<file path="src/rtl/cond_logic.sv">
// cond_logic
// ----------
// Conditional-execution stage that sits right after the instruction decoder
// in the single-cycle ARM datapath. It owns the architectural NZCV flag
// register and evaluates the current instruction's condition field against
// the stored flags. The decoder's side-effect requests are then gated into
// the final write strobes.
//
// Ports:
//   clk       - system clock, flags update on the rising edge
//   reset     - asynchronous, active-high; loads FLAG_RESET into the flags
//   Cond      - condition field Instr[31:28]
//   ALUFlags  - {N,Z,C,V} produced by the ALU this cycle
//   FlagW     - flag-write request, [1] = N,Z group, [0] = C,V group
//   PCS       - PC-write request from the decoder
//   RegW      - register-write request from the decoder
//   MemW      - memory-write request from the decoder
//   Stall     - holds the instruction and suppresses every side effect
//   PCSrc     - gated PC write
//   RegWrite  - gated register-file write
//   MemWrite  - gated data-memory write
//   CondEx    - raw condition-pass result for the current instruction
//   Flags     - registered {N,Z,C,V}

module cond_logic #(
    parameter logic [3:0] FLAG_RESET = 4'b0000
) (
    input  logic       clk,
    input  logic       reset,
    input  logic [3:0] Cond,
    input  logic [3:0] ALUFlags,
    input  logic [1:0] FlagW,
    input  logic       PCS,
    input  logic       RegW,
    input  logic       MemW,
    input  logic       Stall,
    output logic       PCSrc,
    output logic       RegWrite,
    output logic       MemWrite,
    output logic       CondEx,
    output logic [3:0] Flags
);

    logic       flagN;
    logic       flagZ;
    logic       flagC;
    logic       flagV;
    logic       execEnable;
    logic [1:0] flagWrite;

    assign {flagN, flagZ, flagC, flagV} = Flags;

    // Condition evaluation looks only at the registered flags, so an
    // instruction sees the flags left behind by earlier instructions and
    // never its own ALU result. Code 1111 is unsupported and always fails,
    // which squashes the instruction.
    always_comb begin
        CondEx = 1'b0;
        case (Cond)
            4'b0000: CondEx = flagZ;
            4'b0001: CondEx = ~flagZ;
            4'b0010: CondEx = flagC;
            4'b0011: CondEx = ~flagC;
            4'b0100: CondEx = flagN;
            4'b0101: CondEx = ~flagN;
            4'b0110: CondEx = flagV;
            4'b0111: CondEx = ~flagV;
            4'b1000: CondEx = flagC & ~flagZ;
            4'b1001: CondEx = ~flagC | flagZ;
            4'b1010: CondEx = (flagN == flagV);
            4'b1011: CondEx = (flagN != flagV);
            4'b1100: CondEx = ~flagZ & (flagN == flagV);
            4'b1101: CondEx = flagZ | (flagN != flagV);
            4'b1110: CondEx = 1'b1;
            default: CondEx = 1'b0;
        endcase
    end

    // A stalled instruction still reports its raw condition result on
    // CondEx, but none of its side effects are allowed through.
    assign execEnable = CondEx & ~Stall;
    assign PCSrc      = PCS  & execEnable;
    assign RegWrite   = RegW & execEnable;
    assign MemWrite   = MemW & execEnable;
    assign flagWrite  = FlagW & {2{execEnable}};

    // The NZ and CV halves are enabled independently so that logical ops
    // with S can refresh N and Z while keeping the last carry/overflow.
    // Reset wins over any pending write on the same edge.
    always_ff @(posedge clk or posedge reset) begin
        if (reset) begin
            Flags <= FLAG_RESET;
        end else begin
            if (flagWrite[1]) begin
                Flags[3:2] <= ALUFlags[3:2];
            end
            if (flagWrite[0]) begin
                Flags[1:0] <= ALUFlags[1:0];
            end
        end
    end

endmodule

</file>
<file path="config.mk">
export PLATFORM = sky130hd
export DESIGN_NAME = cond_logic
export DESIGN_NICKNAME = d
export VERILOG_FILES = /design/src/rtl/cond_logic.sv
export SDC_FILE = /design/constraint.sdc
export NUM_CORES = 1
export LEC_CHECK = 0
export BUFFER_PORTS_ARGS = -buffer_cell sky130_fd_sc_hd__buf_2
export CELL_PAD_IN_SITES_DETAIL_PLACEMENT = 1
export CELL_PAD_IN_SITES_GLOBAL_PLACEMENT = 1
export CORE_AREA = 2 2 39 41
export CTS_BUF_LIST = sky130_fd_sc_hd__clkbuf_4 sky130_fd_sc_hd__clkbuf_8
export CTS_CLUSTER_DIAMETER = 60
export DETAILED_ROUTE_END_ITERATION = 8
export DIE_AREA = 0 0 41 43
export PLACE_DENSITY_LB_ADDON = 0.1
export REMOVE_ABC_BUFFERS = 1
export SETUP_SLACK_MARGIN = 0.02
export SYNTH_ARGS = -nofsm -noshare
export SYNTH_HDL_FRONTEND = slang
export SYNTH_SLANG_ARGS = --single-unit
export TNS_END_PERCENT = 50
</file>
<file path="constraint.sdc">
create_clock -name clk -period 3.35 [get_ports clk]
set_input_delay 0.67 -clock clk [delete_from_list [all_inputs] [get_ports clk]]
set_output_delay 0.67 -clock clk [all_outputs]
set_load 0.1 [all_outputs]
</file>
Word-level counts from Yosys, hierarchy flattened. Cells that the tools add are included. W data, S select, Z words.

Eq/ne operators: 16. Muxes and demuxes: 1. Bitwise gates (word level): 14. Reductions and logical operators: 1.

Operators by type and width (number): $eq A4 B4 Y1 const B (7); $eq A4 B3 Y1 const B (4); $pmux W1 S15 (1); $eq A4 B2 Y1 const B (2); $and A1 B1 Y1 (6); $not A1 Y1 (5); $eq A4 B1 Y1 const B (1); $logic_not A4 Y1 (1); $and A2 B2 Y2 (1); $or A1 B1 Y1 (2); $eq A1 B1 Y1 (1); $ne A1 B1 Y1 (1).

Register bits after elaboration: 4. Input bits: 16. Output and inout port bits: 8. Word-level logic and storage cells: 34.

Depth between registers and ports, before layout.
Depth in word-level cells: 5. Gate-level depth with buffers: 6.

Worst setup path before layout. OpenSTA, ideal clock, no wires.

Kind: flip-flop to output port. From: reg Flags[3]. To: out MemWrite. Data arrival time: 3562 ps. Data required time: 2680 ps. Slack: -882 ps. Cell stages (with the launch flop): 7. Buffers on the path: 1. Cells stage by stage: dfrtp_1 clkbuf_1 xor2_1 o221a_2 a311o_1 a31o_2 nor2b_1.

Word-level cells in the longest chain between the ends: 5. Elaborated cells on any way between the ends: 8. Those cells by class: eq/ne (2); mux (1); bitwise (5).

RTL lines: start, declared (line 41) `output logic [3:0] Flags`; start signal, assigned (line 95) `Flags[3:2] <= ALUFlags[3:2];`; $ne A1 B1 Y1 or $eq A1 B1 Y1 (tied branches); $or A1 B1 Y1 or $and A1 B1 Y1 (tied branches) (line 73, 72); $pmux W1 S15 * (line 59) `case (Cond)`; $and A1 B1 Y1 * (line 81) `assign execEnable = CondEx & ~Stall;`; $and A1 B1 Y1 * (line 84) `assign MemWrite = MemW & execEnable;`; end, declared (line 39) `output logic MemWrite,`.

Mark *: on every way between the ends. The rest lies on a longest branch, timed or not.

Worst setup path after layout.
From: in Cond[2]. To: out MemWrite.

Word-level cells in the longest chain between the ends: 4. Elaborated cells on any way between the ends: 18. Those cells by class: eq/ne (14); mux (1); bitwise (2); reduce/logical (1).

RTL lines: start, declared (line 30) `input logic [3:0] Cond,`; $eq A4 B4 Y1, or another cell as far along (line 59); $pmux W1 S15 * (line 59); $and A1 B1 Y1 * (line 81); $and A1 B1 Y1 * (line 84).

Marked as above.

==> results.py <==
metrics = {
    "clocking": {
        "postCtsSetupBuffers": 0,
        "cts.repair.resized": 0,
        "numCtsBuffers": 3,
        "cts_sinks": 4,
        "htreeDepth": 1,
        "clk_pin_slew_worst_paths_ps": 40,
        "clk_latency_ps": 230,
        "cts_max_path_buffers": 2,
        "cts_tree": "built",
        "cts_root_buf": "clkbuf_4",
        "cts_hold_buf": 0,
    },
    "synthesis": {
        "ys_seq_area_share_pct": 23.67,
        "synth_xor_area_share_pct": 8.284,
        "synth_top_family_by_area": "simple AND/OR/NAND/NOR gates",
        "avgSynthCellArea_sq_um": 8.811,
        "yosysUniqueCellTypes": 28,
        "synth_cells": 48,
        "synthMuxAreaShare_pct": 13.02,
        "ys_ff_latch": 4,
        "syn_area_sq_um": 422.9,
        "ys_warn_count": 0,
        "yosys.area_share.simple_pct": 28.99,
        "synth-compound-area-share_pct": 20.41,
        "yosys.area_share.adder_pct": 0,
    },
    "setup_path": {
        "worstPathArrival_ps": 2460,
        "r2r_cells": 5,
        "max_stage_delay_ps": 460,
        "crit_path_start_kind": "input pin",
        "cp-end-kind": "output pin",
        "critPathKind": "input pin to output pin",
        "slowest_stage": "or4b_1",
        "cp.required_ps": 2680,
        "path_max_fanout": 9,
        "rrSetupSlack_ps": 1140,
        "cp_cell_sequence": "buf_2 -> and2_4 -> or4b_1 -> a311o_1 -> a31o_2 -> nor2b_1 -> buf_12",
    },
    "placement": {
        "place_ws_ps": 223.6,
        "gp_congestion": 0.6443,
        "dp.cells": 85,
        "portBuffers": 23,
        "post_dp_cell_area_sq_um": 594.3,
    },
    "routing": {
        "firstDrtPassIters": 3,
        "drc_errors": 0,
        "viasPerCell": 5.375,
        "routed-via-count": 473,
        "wl_um": 1148,
        "drt_iter0_markers": 4,
        "drtAntennaViolNets": 0,
        "wl_per_cell_um": 13.05,
    },
    "layout": {
        "stdcell_count": 88,
        "seq_area_sq_um": 100.1,
        "design_area_sq_um": 616.8,
        "drive_gt1_share_pct": 40.28,
        "mostFrequentLayoutCell": "buf_2",
        "fillers": 177,
        "multiInputGateArea_sq_um": 299.0,
        "layout_common_cells": "20 x buf_2, 5 x nor2b_1, 4 x dfrtp_1, 4 x inv_1, 4 x mux2_1",
        "final_nets": 90,
        "largest_reg_flops": 4,
        "antennaDiodeCount": 0,
        "area_growth_pct": 45.86,
        "largest_register": "Flags",
        "reg_top3": "Flags: 4 flops",
    },
    "sta": {
        "hold_violations": 0,
        "worst_pin_slew_ps": 485.3,
        "setup_viol": 0,
        "fin_crit_sh_pct": 93.30,
        "min_period_ps": 3126,
        "relSlewSlack_pct": 67.87,
        "fmax_mhz": 319.9,
        "slew_violations": 0,
        "clock_skew_ps": 1.601,
        "finalSetupTns_ps": 0,
        "rsz0062_at_grt": "false",
        "setup_slack_ps": 224.4,
    },
    "status": {
        "status": "complete, no violations",
    },
    "grt": {
        "grt_usage_pct": 14.42,
        "grt_start_max_net_pins": 15,
        "overflow": 0,
        "grt_pass1_vias": 428,
        "antenna_found_initial": 0,
        "grt_pass1_wl_um": 1745,
    },
    "floorplanning": {
        "die_x_um": 41,
        "pin_count": 24,
        "core_area_sq_mm": 0.001384,
        "die_h_um": 43,
        "start_util_pct": 30.56,
        "die_area_sq_mm": 0.001763,
        "placement_rows": 14,
    },
    "power_and_ir_drop": {
        "ir_drop_mv": 0.6482,
        "power.leakage_nw": 0.2805,
        "power_density_mw_per_mm2": 1017,
    },
    "worst_hold_path": {
        "hold_class": "input pin to async pin",
    },
    "job": {
        "drv_cap": 0,
    },
}
## logic make-up after synthesis
kind of cell / count (synthesis)
mux: 5
flops: 4
simple gates: 19
xor+xnor: 4
compound gates: 10
buf+inv: 6
## per-stage QoR
stage / utilization [%] / hold slack, ps / power [W]
CTS: 44.57 / 308.7 / 0.0006326
detailed placement: 42.95 / 556.7 / 0.0005704
global route: 44.57 / 324.6 / 0.0006586
floorplan: - / 436.1 / 0.0004749
global placement: 42.95 / 558.8 / 0.0005676
finish: 44.57 / 309.2 / 0.0006274
## worst max-delay path, delay by kind of cell
| kind | cells | cell delay [ps] |
|---|---|---|
| compound gates | 2 | 600 |
| simple gates | 3 | 820 |
| buf+inv | 2 | 360 |
## cells in the mapped netlist (all sizes together)
cell | count | area [sq um]
a22oi | 1 | 7.510
a311o | 1 | 10.01
a311oi | 2 | 17.52
a31o | 1 | 8.760
and2 | 1 | 8.760
and4bb | 1 | 12.51
buf | 1 | 5.000
clkbuf | 1 | 3.750
dfrtp | 4 | 100.1
inv | 4 | 15.01
mux2 | 4 | 45.04
mux2i | 1 | 10.01
nand2 | 2 | 7.510
nand2b | 1 | 6.260
nand3 | 3 | 15.01
nand4bb | 1 | 11.26
nor2 | 2 | 7.510
nor2b | 5 | 31.28
nor3 | 1 | 5.000
nor3b | 1 | 7.510
o211ai | 1 | 7.510
o21ai | 1 | 5.000
o221a | 1 | 11.26
o311a | 1 | 10.01
o311ai | 1 | 8.760
or4b | 1 | 10.01
xnor2 | 3 | 26.28
xor2 | 1 | 8.760
## per-layer routing
metal  vias up  wire length (um)  track usage, %
li1        231                 -               -
met1       225               509           18.24
met2        17               567           23.44
met3         0                71           1.571
met4         0                 0           6.000
met5         -                 0               0
## final cells by class
type | instances | area share [%]
clock buffer | 3 | 3.651
sequential | 4 | 16.23
inverter | 4 | 2.434
timing repair buffer | 23 | 25.96
multi-input combinational | 38 | 48.48
tap | 16 | 3.245
## worst paths after layout
kind                          start        to
max                         Cond[2]  MemWrite
min                           reset  Flags[1]
max reg2reg                Flags[0]  Flags[1]
min reg2reg                Flags[1]  Flags[1]
max in group asynchronous     reset  Flags[0]
min in group clk           Flags[1]  Flags[1]
## where the power goes
part | total, W | leakage (nW) | internal [W] | switching, W
clock | 0.0000587 | 0.0138 | 0.0000400 | 0.0000187
sequential | 0.000121 | 0.0472 | 0.0000731 | 0.0000474
combinational | 0.000448 | 0.219 | 0.000116 | 0.000332
total | 0.000627 | 0.280 | 0.000229 | 0.000398
Note: power is estimated with default switching activity, not from simulation.
